File: src/rtl/bus_datapath_p.sv
// bus_datapath_p: single-bus datapath with a general register file,
// special registers and a sequenced signed multiply/divide ALU.
// Ports: clk, reset (async, active-low); bus_sel selects the bus
// source; reg_we and the *_we strobes load registers from the bus;
// mdr_read picks the MDR source; alu_op/alu_start drive the ALU,
// which reports alu_busy, alu_done and div_zero; bus, z_out,
// pc_out, ir_out, mar_out, mdr_out and out_port expose state.
module bus_datapath_p #(
  parameter int WIDTH   = 32,
  parameter int NREGS   = 16,
  parameter int R0_ZERO = 0,
  parameter int SELW    = $clog2(NREGS + 8)
) (
  input  logic                 clk,
  input  logic                 reset,
  input  logic [SELW-1:0]      bus_sel,
  input  logic [NREGS-1:0]     reg_we,
  input  logic                 y_we,
  input  logic                 hi_we,
  input  logic                 lo_we,
  input  logic                 pc_we,
  input  logic                 ir_we,
  input  logic                 mar_we,
  input  logic                 out_we,
  input  logic                 mdr_we,
  input  logic                 mdr_read,
  input  logic [WIDTH-1:0]     mem_data_in,
  input  logic [WIDTH-1:0]     in_port_data,
  input  logic [WIDTH-1:0]     const_in,
  input  logic [3:0]           alu_op,
  input  logic                 alu_start,
  output logic                 alu_busy,
  output logic                 alu_done,
  output logic                 div_zero,
  output logic [WIDTH-1:0]     bus,
  output logic [2*WIDTH-1:0]   z_out,
  output logic [WIDTH-1:0]     pc_out,
  output logic [WIDTH-1:0]     ir_out,
  output logic [WIDTH-1:0]     mar_out,
  output logic [WIDTH-1:0]     mdr_out,
  output logic [WIDTH-1:0]     out_port
);

  localparam int RW  = $clog2(NREGS);
  localparam int SHW = $clog2(WIDTH);
  localparam int CW  = $clog2(WIDTH + 1);
  localparam int W2  = 2 * WIDTH;

  localparam logic [SELW-1:0] S_HI  = SELW'(NREGS);
  localparam logic [SELW-1:0] S_LO  = SELW'(NREGS + 1);
  localparam logic [SELW-1:0] S_ZH  = SELW'(NREGS + 2);
  localparam logic [SELW-1:0] S_ZL  = SELW'(NREGS + 3);
  localparam logic [SELW-1:0] S_PC  = SELW'(NREGS + 4);
  localparam logic [SELW-1:0] S_MDR = SELW'(NREGS + 5);
  localparam logic [SELW-1:0] S_IN  = SELW'(NREGS + 6);
  localparam logic [SELW-1:0] S_K   = SELW'(NREGS + 7);

  typedef enum logic [1:0] {
    S_IDLE, S_MUL, S_DIV, S_FIX
  } state_t;

  logic [WIDTH-1:0] regs [NREGS];
  logic [WIDTH-1:0] y, hi, lo, in_port;

  // ---------------- bus ----------------
  always_comb begin
    bus = '0;
    case (bus_sel)
      S_HI:    bus = hi;
      S_LO:    bus = lo;
      S_ZH:    bus = z_out[W2-1:WIDTH];
      S_ZL:    bus = z_out[WIDTH-1:0];
      S_PC:    bus = pc_out;
      S_MDR:   bus = mdr_out;
      S_IN:    bus = in_port;
      S_K:     bus = const_in;
      default: begin
        if (bus_sel < S_HI)
          bus = regs[bus_sel[RW-1:0]];
      end
    endcase
  end

  // ---------------- registers ----------------
  // R0 is never written when hard-wired, so it stays at its reset 0.
  always_ff @(posedge clk or negedge reset) begin
    if (!reset) begin
      for (int i = 0; i < NREGS; i++)
        regs[i] <= '0;
    end else begin
      for (int i = 0; i < NREGS; i++)
        if (reg_we[i] && !(i == 0 && R0_ZERO != 0))
          regs[i] <= bus;
    end
  end

  always_ff @(posedge clk or negedge reset) begin
    if (!reset) begin
      y        <= '0;
      hi       <= '0;
      lo       <= '0;
      pc_out   <= '0;
      ir_out   <= '0;
      mar_out  <= '0;
      mdr_out  <= '0;
      out_port <= '0;
      in_port  <= '0;
    end else begin
      in_port <= in_port_data;
      if (y_we)   y        <= bus;
      if (hi_we)  hi       <= bus;
      if (lo_we)  lo       <= bus;
      if (pc_we)  pc_out   <= bus;
      if (ir_we)  ir_out   <= bus;
      if (mar_we) mar_out  <= bus;
      if (out_we) out_port <= bus;
      if (mdr_we) mdr_out  <= mdr_read ? mem_data_in : bus;
    end
  end

  // ---------------- single-cycle ALU ----------------
  logic [WIDTH-1:0] a, b, res, abs_a, abs_b;
  logic [SHW-1:0]   sh;
  logic [W2-1:0]    aa, rot_r, rot_l;

  assign a     = y;
  assign b     = bus;
  assign sh    = b[SHW-1:0];
  assign aa    = {a, a};
  assign rot_r = aa >> sh;
  assign rot_l = aa << sh;
  assign abs_a = a[WIDTH-1] ? -a : a;
  assign abs_b = b[WIDTH-1] ? -b : b;

  always_comb begin
    res = b;
    case (alu_op)
      4'd0:    res = a + b;
      4'd1:    res = a - b;
      4'd4:    res = a >> sh;
      4'd5:    res = a << sh;
      4'd6:    res = rot_r[WIDTH-1:0];
      4'd7:    res = rot_l[W2-1:WIDTH];
      4'd8:    res = a & b;
      4'd9:    res = a | b;
      4'd10:   res = -b;
      4'd11:   res = ~b;
      4'd12:   res = b + WIDTH'(1);
      4'd13:   res = $signed(a) >>> sh;
      default: res = b;
    endcase
  end

  // ---------------- iterative mul/div ----------------
  // acc holds {partial, multiplier} for MUL and {rem, quotient}
  // for DIV; mag is the multiplicand or divisor magnitude.
  state_t           state;
  logic [W2-1:0]    acc;
  logic [WIDTH-1:0] mag;
  logic [CW-1:0]    cnt;
  logic             sa, sb, is_div;

  logic [WIDTH:0]   madd, trial;
  logic [W2-1:0]    mul_next, div_next, prod, fix_z;
  logic [WIDTH-1:0] quo, rem;
  logic             op_mul, op_div;

  assign op_mul = (alu_op == 4'd2);
  assign op_div = (alu_op == 4'd3);

  assign madd = {1'b0, acc[W2-1:WIDTH]}
              + (acc[0] ? {1'b0, mag} : '0);
  assign mul_next = {madd, acc[WIDTH-1:1]};

  // Restoring step: a borrow in trial means the divisor did not fit.
  assign trial = {acc[W2-1:WIDTH], acc[WIDTH-1]}
               - {1'b0, mag};
  assign div_next = trial[WIDTH]
    ? {acc[W2-2:0], 1'b0}
    : {trial[WIDTH-1:0], acc[WIDTH-2:0], 1'b1};

  assign prod  = (sa ^ sb) ? -acc : acc;
  assign quo   = (sa ^ sb) ? -acc[WIDTH-1:0] : acc[WIDTH-1:0];
  assign rem   = sa ? -acc[W2-1:WIDTH] : acc[W2-1:WIDTH];
  assign fix_z = is_div ? {rem, quo} : prod;

  always_ff @(posedge clk or negedge reset) begin
    if (!reset) begin
      state    <= S_IDLE;
      z_out    <= '0;
      acc      <= '0;
      mag      <= '0;
      cnt      <= '0;
      sa       <= 1'b0;
      sb       <= 1'b0;
      is_div   <= 1'b0;
      alu_busy <= 1'b0;
      alu_done <= 1'b0;
      div_zero <= 1'b0;
    end else begin
      alu_done <= 1'b0;
      div_zero <= 1'b0;
      unique case (state)
        S_IDLE: begin
          if (alu_start) begin
            if (op_mul || (op_div && b != '0)) begin
              sa       <= a[WIDTH-1];
              sb       <= b[WIDTH-1];
              is_div   <= op_div;
              cnt      <= CW'(WIDTH);
              alu_busy <= 1'b1;
              if (op_mul) begin
                acc   <= {{WIDTH{1'b0}}, abs_b};
                mag   <= abs_a;
                state <= S_MUL;
              end else begin
                acc   <= {{WIDTH{1'b0}}, abs_a};
                mag   <= abs_b;
                state <= S_DIV;
              end
            end else if (op_div) begin
              z_out    <= {a, {WIDTH{1'b1}}};
              alu_done <= 1'b1;
              div_zero <= 1'b1;
            end else begin
              z_out    <= {{WIDTH{1'b0}}, res};
              alu_done <= 1'b1;
            end
          end
        end
        S_MUL: begin
          acc <= mul_next;
          cnt <= cnt - CW'(1);
          if (cnt == CW'(1))
            state <= S_FIX;
        end
        S_DIV: begin
          acc <= div_next;
          cnt <= cnt - CW'(1);
          if (cnt == CW'(1))
            state <= S_FIX;
        end
        S_FIX: begin
          z_out    <= fix_z;
          alu_busy <= 1'b0;
          alu_done <= 1'b1;
          state    <= S_IDLE;
        end
      endcase
    end
  end

endmodule

File: config.mk
export PLATFORM = sky130hd
export DESIGN_NAME = bus_datapath_p
export DESIGN_NICKNAME = d
export VERILOG_FILES = /design/src/rtl/bus_datapath_p.sv
export SDC_FILE = /design/constraint.sdc
export NUM_CORES = 2
export LEC_CHECK = 0
export ABC_CLOCK_PERIOD_IN_PS = 10500
export CAP_MARGIN = 20
export CORE_MARGIN = 2
export CORE_UTILIZATION = 65
export CTS_CLUSTER_SIZE = 24
export DETAILED_ROUTE_END_ITERATION = 7
export PLACE_DENSITY = 0.95
export SLEW_MARGIN = 20
export SYNTH_ARGS = -nofsm -noshare
export SYNTH_HDL_FRONTEND = slang
export SYNTH_SLANG_ARGS = --single-unit
File: constraint.sdc
create_clock -name clk -period 10.5 [get_ports clk]
set_input_delay 2.1 -clock clk [delete_from_list [all_inputs] [get_ports clk]]
set_output_delay 2.1 -clock clk [all_outputs]
set_load 0.02 [all_outputs]
==> results by stage, run 1 <==
Outcome:
- The run stopped with a tool error.
- The halt point of the flow is global routing.
- The first error in the log reads "[ERROR GRT-0232] Routing congestion too high. Check the congestion heatmap in the GUI".

Logic synthesis:
- A synthesized cell averages 8.55 um^2.
- Sorting the synthesized cells by area gives the leading types as sky130_fd_sc_hd__dfrtp_1, sky130_fd_sc_hd__a21oi_1, sky130_fd_sc_hd__nor2_1, sky130_fd_sc_hd__ha_1, sky130_fd_sc_hd__mux4_2.
- The portion of synthesized cell area occupied by the leading cell type is 40.1%.
- The sequential cell area fraction in the yosys report is 40.1%.
- The post-synthesis register bit count is 974.
- The number of synthesized flops with an enable pin is 0.
- The synthesized instance count is just over 7000.
- sky130_fd_sc_hd__dfrtp_1 takes more of the synthesized area than any other cell.
- The netlist uses 98 different library cells.
- The post-synth net total is 7435.
- The synthesized netlist occupies a cell area of 0.0607 mm^2.
- The most used flip-flop cell after synthesis is sky130_fd_sc_hd__dfrtp_1.
- Of all flip-flops after synthesis, the portion carrying an async set or reset was between 90% and 100%.
- The number of synthesis warnings is 0.

Floorplanning:
- Row generation in the floorplan step produced 112 rows.
- The vertical extent of the die is ~310 um.
- The chip width is 310 um.
- 392 I/O pins were placed.
- The initial cell density of the core is 65.4%.

Placement:
- During placement, the flow inserted port buffers numbering 391.
- The last weighted congestion value of the routability-driven placer is 1.22.
- The HPWL after detailed placement is 208 mm.

Clock network:
- The count of hold-fix buffers inserted at cts is 0.
- The sink count of the clock tree is 974.
- In this run, CTS created clock tree buffers numbering 98.
- The H-tree level count is 3.
- In this run, post-CTS repair resized a total of 0 instances.
- The clock passes through at most 3 buffers.
- The cell sitting at the root of the clock tree is a sky130_fd_sc_hd__clkbuf_16.
- The number of setup buffers added after CTS is 0.

Global routing:
- The largest net degree at the start of global routing is about 200.
- Global routing used 78.2% of the available tracks.
- The final global-route overflow total is around 120.
[cell usage after synthesis (32+ instances only)]
master,n
sky130_fd_sc_hd__a22oi_1,164
sky130_fd_sc_hd__mux2_2,44
sky130_fd_sc_hd__nand3_1,162
sky130_fd_sc_hd__a211oi_1,88
sky130_fd_sc_hd__a21oi_1,1157
sky130_fd_sc_hd__xor2_1,65
sky130_fd_sc_hd__inv_1,170
sky130_fd_sc_hd__a2111oi_0,38
sky130_fd_sc_hd__nand4_1,33
sky130_fd_sc_hd__mux4_2,90
sky130_fd_sc_hd__ha_1,192
sky130_fd_sc_hd__a31oi_1,72
sky130_fd_sc_hd__a21o_1,57
sky130_fd_sc_hd__nor3_1,177
sky130_fd_sc_hd__o221ai_1,38
sky130_fd_sc_hd__buf_1,89
sky130_fd_sc_hd__dfrtp_1,974
sky130_fd_sc_hd__o31ai_1,43
sky130_fd_sc_hd__clkbuf_1,428
sky130_fd_sc_hd__mux2i_1,168
sky130_fd_sc_hd__o21ai_0,285
sky130_fd_sc_hd__nor2_1,1221
sky130_fd_sc_hd__buf_2,48
sky130_fd_sc_hd__xnor2_1,167
sky130_fd_sc_hd__and2_1,32
sky130_fd_sc_hd__a221oi_1,63
sky130_fd_sc_hd__and3_1,87
sky130_fd_sc_hd__nand2_1,389
sky130_fd_sc_hd__o211ai_1,64
[routing by layer]
metal | GRT overflow | GRT usage, %
met2 | 62 | 92.7
met3 | 5 | 64.0
met5 | 0 | 35.5
met1 | 2 | 78.8
met4 | 53 | 78.7
[cell families after synthesis]
family / count (synthesis) / synth area share (%)
and+or+nand+nor: 2302 / 16.8
muxes: 303 / 6.96
DFF: 974 / 40.1
xor gates and xnor gates: 232 / 3.34
buffers and inverters: 789 / 5.53
adders and majority gates: 195 / 4.04
AOI/OAI and AO/OA: 2313 / 23.3
[stage by stage]
| step | std cells | instance area [um^2] | setup TNS [ns] | setup WS [ns] |
|---|---|---|---|---|
| 4_1_cts | 8519 | 68900 | 0 | 1.29 |
| 3_5_place_dp | 8340 | 65400 | 0 | 1.20 |
| 3_3_place_gp | 8338 | 65400 | -0.0924 | -0.0924 |
| 2_1_floorplan | 7108 | 60700 | 0 | 3.40 |
==> inputs of run 2 (changes only) <==
Settings changed: CORE_UTILIZATION 65 to 40, CTS_CLUSTER_SIZE 24 to unset, PLACE_DENSITY 0.95 to unset, PLACE_DENSITY_LB_ADDON set to 0.15.
==> run 2 against run 1 <==
The flow now finishes without violations. Area after synthesis unchanged. Synthesized cell count unchanged.
==> results by stage, run 2 <==
Routing:
- The number of DRC markers in iteration 0 is around 7200.
- The final routed DRC violation total is 0.
- The via density per instance is 6.37.
- The number of antenna-violating nets in the routed design is 0.
- Summed over all layers, the routed wires come to roughly 310 mm.
- For this run, the detailed router's first-pass iteration total came to 7.
- The total via count in the routed design is 59500.
- Dividing the detail-routed wire length by the instance count gives 33.4 um.

Setup path:
- The setup check on the worst reg-to-reg path leaves a slack of about 4.2 ns.
- The signal on the critical path passes through clkdlybuf4s50_1 > and3b_2 > buf_4 > and2_2 > a22oi_1 > nand4_1 > a211oi_4 > buf_4 > inv_1 > ha_1 > a21o_1 > a21o_1 > a21oi_1 > o21ai_0 > a21oi_1 > o21bai_1 > a21o_1 > a211o_1 > nand3_1 > nand3_1 > a221oi_1 > a31oi_1.
- The critical path's largest stage delay is 0.84 ns.
- The worst register-to-register path begins at regs[142]$_DFFE_PN0P_.
- STA classifies the critical path endpoint as a flop.
- The slowest stage of the critical path belongs to the cell sky130_fd_sc_hd__a221oi_1.
- The largest driver fanout on the critical path is 41.
- The endpoint of the most critical register-to-register path is z_out[28]$_DFFE_PN0P_.
- The logic depth of the worst register-to-register path is 17.
- The data required time of the worst path is 11.15 ns.
- STA puts the critical path data arrival time at 9.76 ns.
- Broken down by cell family, the worst path's largest delay share belongs to compound AO/OA/AOI/OAI gates.
- The kind of critical path is input pin to flop.
- STA classifies the critical path startpoint as an input pin.
- The most numerous cell type found on the critical path is sky130_fd_sc_hd__a21o_1.
- The count of buffer and inverter cells on the critical path is 4.

Logic synthesis:
- Ranked by instance count, the synthesized netlist is headed by sky130_fd_sc_hd__nor2_1, sky130_fd_sc_hd__a21oi_1, sky130_fd_sc_hd__dfrtp_1.
- The post-synthesis register bit count is 974.
- The summed instance area of the synthesized netlist is 0.0607 mm^2.
- The synthesized design contains 0 enable-type register cells.
- By area the synthesized netlist is led by sky130_fd_sc_hd__dfrtp_1, sky130_fd_sc_hd__a21oi_1, sky130_fd_sc_hd__nor2_1, sky130_fd_sc_hd__ha_1, sky130_fd_sc_hd__mux4_2.
- The synthesized instance count is 7108.
- The top cell type by total area after synthesis is sky130_fd_sc_hd__dfrtp_1.
- The share of the Yosys chip area taken by registers is 40.1%.
- The number of different library cells used by synthesis comes to 98.
- The cell with the most instances after synthesis is sky130_fd_sc_hd__nor2_1.
- The most instantiated flip-flop cell in the synthesis netlist is sky130_fd_sc_hd__dfrtp_1.
- The number of nets handed over by synthesis was around 7400.
- In the synthesized netlist the async set-or-reset flop fraction comes to 100%.
- The number of synthesis warnings is 0.
- Dividing the synthesized area by the synthesized cell count gives roughly 8.5 um^2.
- The portion of synthesized cell area occupied by the leading cell type is 40.1%.

Cells and area:
- The top cell types in the final layout, fill and taps aside, are sky130_fd_sc_hd__nor2_1, sky130_fd_sc_hd__a21oi_1, sky130_fd_sc_hd__dfrtp_1.
- Of the cells placed in the final design, the portion with a size suffix greater than 1 is 9.28%.
- The final design utilization is between 40% and 50%.
- The largest registers in the layout are regs (512), acc (64), z_out (64).
- The flip-flop count of the largest register, all copies and words added is 512.
- The register containing the most flip-flops in the final layout is regs.
- Leaving out fill and tap cells, the most frequent cell in the layout is sky130_fd_sc_hd__nor2_1.
- From synthesis to final layout, the design area changed by 15.9%.
- The footprint of the flip-flops and latches is 0.0244 mm^2.
- The final layout contains about 7500 nets.
- The multi-input combinational cells in the finished layout cover a total of 0.0335 mm^2.
- The number of inserted filler cells in the final layout is 15000.

Floorplanning:
- The site row count is about 140.
- The total I/O pin count is 392.
- The total core area is 0.151 mm^2.
- The vertical extent of the die is approximately 390 um.
- The chip width is roughly 390 um.
- Once the floorplan was initialized, standard cells occupied 40.1% of the core.
- The floorplan step defined a die boundary enclosing 0.155 mm^2.

Clock network:
- After clock tree synthesis, the clock-pin slew on the worst setup and hold paths is 0.06 ns.
- The maximum number of buffers from clock root to sink is 3.
- The clock root buffer master is sky130_fd_sc_hd__clkbuf_16.
- TritonCTS built the clock tree.
- For this design, the CTS-stage hold fixing added 0 buffers.
- The number of buffers inserted to repair setup after CTS is 0.
- The post-cts resize count is 0.
- TritonCTS created 110 clock buffers.
- Clock tree synthesis found a total of roughly 1000 sinks.
- The clock latency on the worst-skew pair is 0.82 ns.
- The H-tree level count is 3.

Placement:
- The HPWL after detailed placement is 231 mm.
- Routability-driven placement finished with a final weighted congestion of approximately 1.1.
- The number of input and output port buffers inserted is just under 400.
- The worst setup slack after placement is 0.864 ns.

Global routing:
- The total global routing track utilization is 39.0%.
- The initial antenna violation count was 14.
- Global routing consumed, on the met1 layer, between 50% and 60% of the routing resources.
- The first global-routing pass estimated 437 mm of wire.
- The highest-utilization routing layer at the global route stage is met2.
- The largest net degree at the start of global routing is 185.
- For met3 alone, demand over resource in global routing was 6.89%.
- The via count of the first global-routing pass is around 56000.
- The final global-route overflow total is 0.
- The global routing met2 resource utilization is 60.4%.

Worst hold path:
- The worst hold path terminates at mag[23]$_DFFE_PN0P_.
- The origin of the worst min-delay path is mag[23]$_DFFE_PN0P_.
- The min-delay analysis places its worst path in the category flop to flop.
- The hold path depth is 2.

Timing:
- The final setup slack of the worst path is 1.39 ns.
- In this run the tightest slew margin relative to its limit is 18.1%.
- The number of endpoints with negative hold slack in the final report came to 0.
- Hold timing on the final database bottoms out at a slack of roughly 0.49 ns.
- Clock skew on the completed layout was measured at around 0.13 ns.
- Setup repair after global routing left no endpoint under its margin.
- The post-layout minimum cycle time is between 9 and 10 ns.
- The number of pins exceeding their max-slew limit in the final report was 0.
- The final critical path takes up 86.8% of the cycle.
- Based on the critical path, the design can be clocked at up to 0.110 GHz.
- The worst-margin pin slew is between 1 and 1.5 ns.
- Setup violations remaining at the end of the flow were counted as 0.

Flow run:
- The tool flagged a number of max-cap violations equal to 0.

Pwr:
- For this design the total switching power over the nets is 8400 uW.
- The clock network burns 22.4% of the power.
- The worst voltage drop across the vdd grid is 0.265 mV.
- Of the total power, the share spent switching nets is 46.5%.
- Power spread over the standard cell area amounts to 257 mW/mm^2.
- The cell-internal power is a little under 10000 uW.
- The share of total power dissipated in combinational logic is 46.7%.
- The total leakage power is about 0.03 uW.
- Of the total power, registers draw between 30% and 40%.

Outcome:
- The flow ran to the end, and the final reports show no timing, DRC or antenna violations.
## run 2: cell counts after synthesis
No cell type changed its count.
## run 2: worst reg2reg max path: cells and delay by family (launching register included)
| family | cells | cell delay [ns] |
|---|---|---|
| adders and majority gates | 1 | 0.52 |
| and+or+nand+nor | 3 | 0.62 |
| DFF | 1 | 0.37 |
| muxes | 2 | 1.00 |
| AOI/OAI and AO/OA | 9 | 3.11 |
| buffers and inverters | 2 | 0.59 |
## run 2: area by class of cell
| class | count | area share [%] |
|---|---|---|
| inverters | 179 | 0.955 |
| clock inverters | 32 | 0.690 |
| repair buffers | 603 | 7.86 |
| clock buffers | 170 | 4.71 |
| multi-input cells | 5345 | 47.5 |
| flip-flops and latches | 974 | 34.6 |
| well taps | 2030 | 3.61 |
| diodes | 4 | 0.0142 |
## run 2: worst max path at each step
stage	from	to	slack (ns)	cells past startpoint
after global placement	bus_sel[2]	z_out[24]$_DFFE_PN0P_	-0.89	20
final	bus_sel[2]	z_out[28]$_DFFE_PN0P_	1.39	22
after CTS	bus_sel[2]	bus[21]	1.73	10
after global routing	bus_sel[4]	z_out[25]$_DFFE_PN0P_	1.21	21
after floorplan	bus_sel[0]	z_out[29]$_DFFE_PN0P_	3.40	25
after detailed placement	bus_sel[2]	z_out[28]$_DFFE_PN0P_	0.86	22
## run 2: cells by family after synthesis
group	after synthesis	synth area share (%)
adder cells (fa/ha/maj)	195	4.04
multiplexers	303	6.96
XOR/XNOR	232	3.34
AND/OR/NAND/NOR	2302	16.8
flip-flops	974	40.1
AO/OA/AOI/OAI	2313	23.3
buffers and inverters	789	5.53
## run 2: per-stage QoR
stage | power, uW | instances | cell area (um^2) | TNS (ns)
after floorplan | 10100 | 7108 | 60700 | 0
after global placement | 13800 | 9126 | 66500 | -1.33
after detailed placement | 13800 | 9130 | 66600 | 0
after CTS | 17900 | 9332 | 70400 | 0
after global routing | 18800 | 9333 | 70400 | 0
final | 18100 | 9337 | 70400 | 0
## run 2: power groups by stage
| stage | sequential (uW) | combinational (uW) | clock [uW] |
|---|---|---|---|
| CTS | 5540 | 8230 | 4110 |
| finish | 5600 | 8440 | 4050 |
| floorplan | 5350 | 4700 | 0 |
| global route | 5650 | 8860 | 4250 |
| global placement | 5590 | 8190 | 0 |
| detailed placement | 5600 | 8190 | 0 |
## run 2: routing by layer
| layer | wire [um] | up-vias |
|---|---|---|
| met3 | 26100 | 623 |
| met4 | 20200 | 6 |
| met2 | 140000 | 3227 |
| met1 | 126000 | 29900 |
| met5 | 25 | - |
| li1 | - | 25700 |
Note: power is estimated with default switching activity, not from simulation.
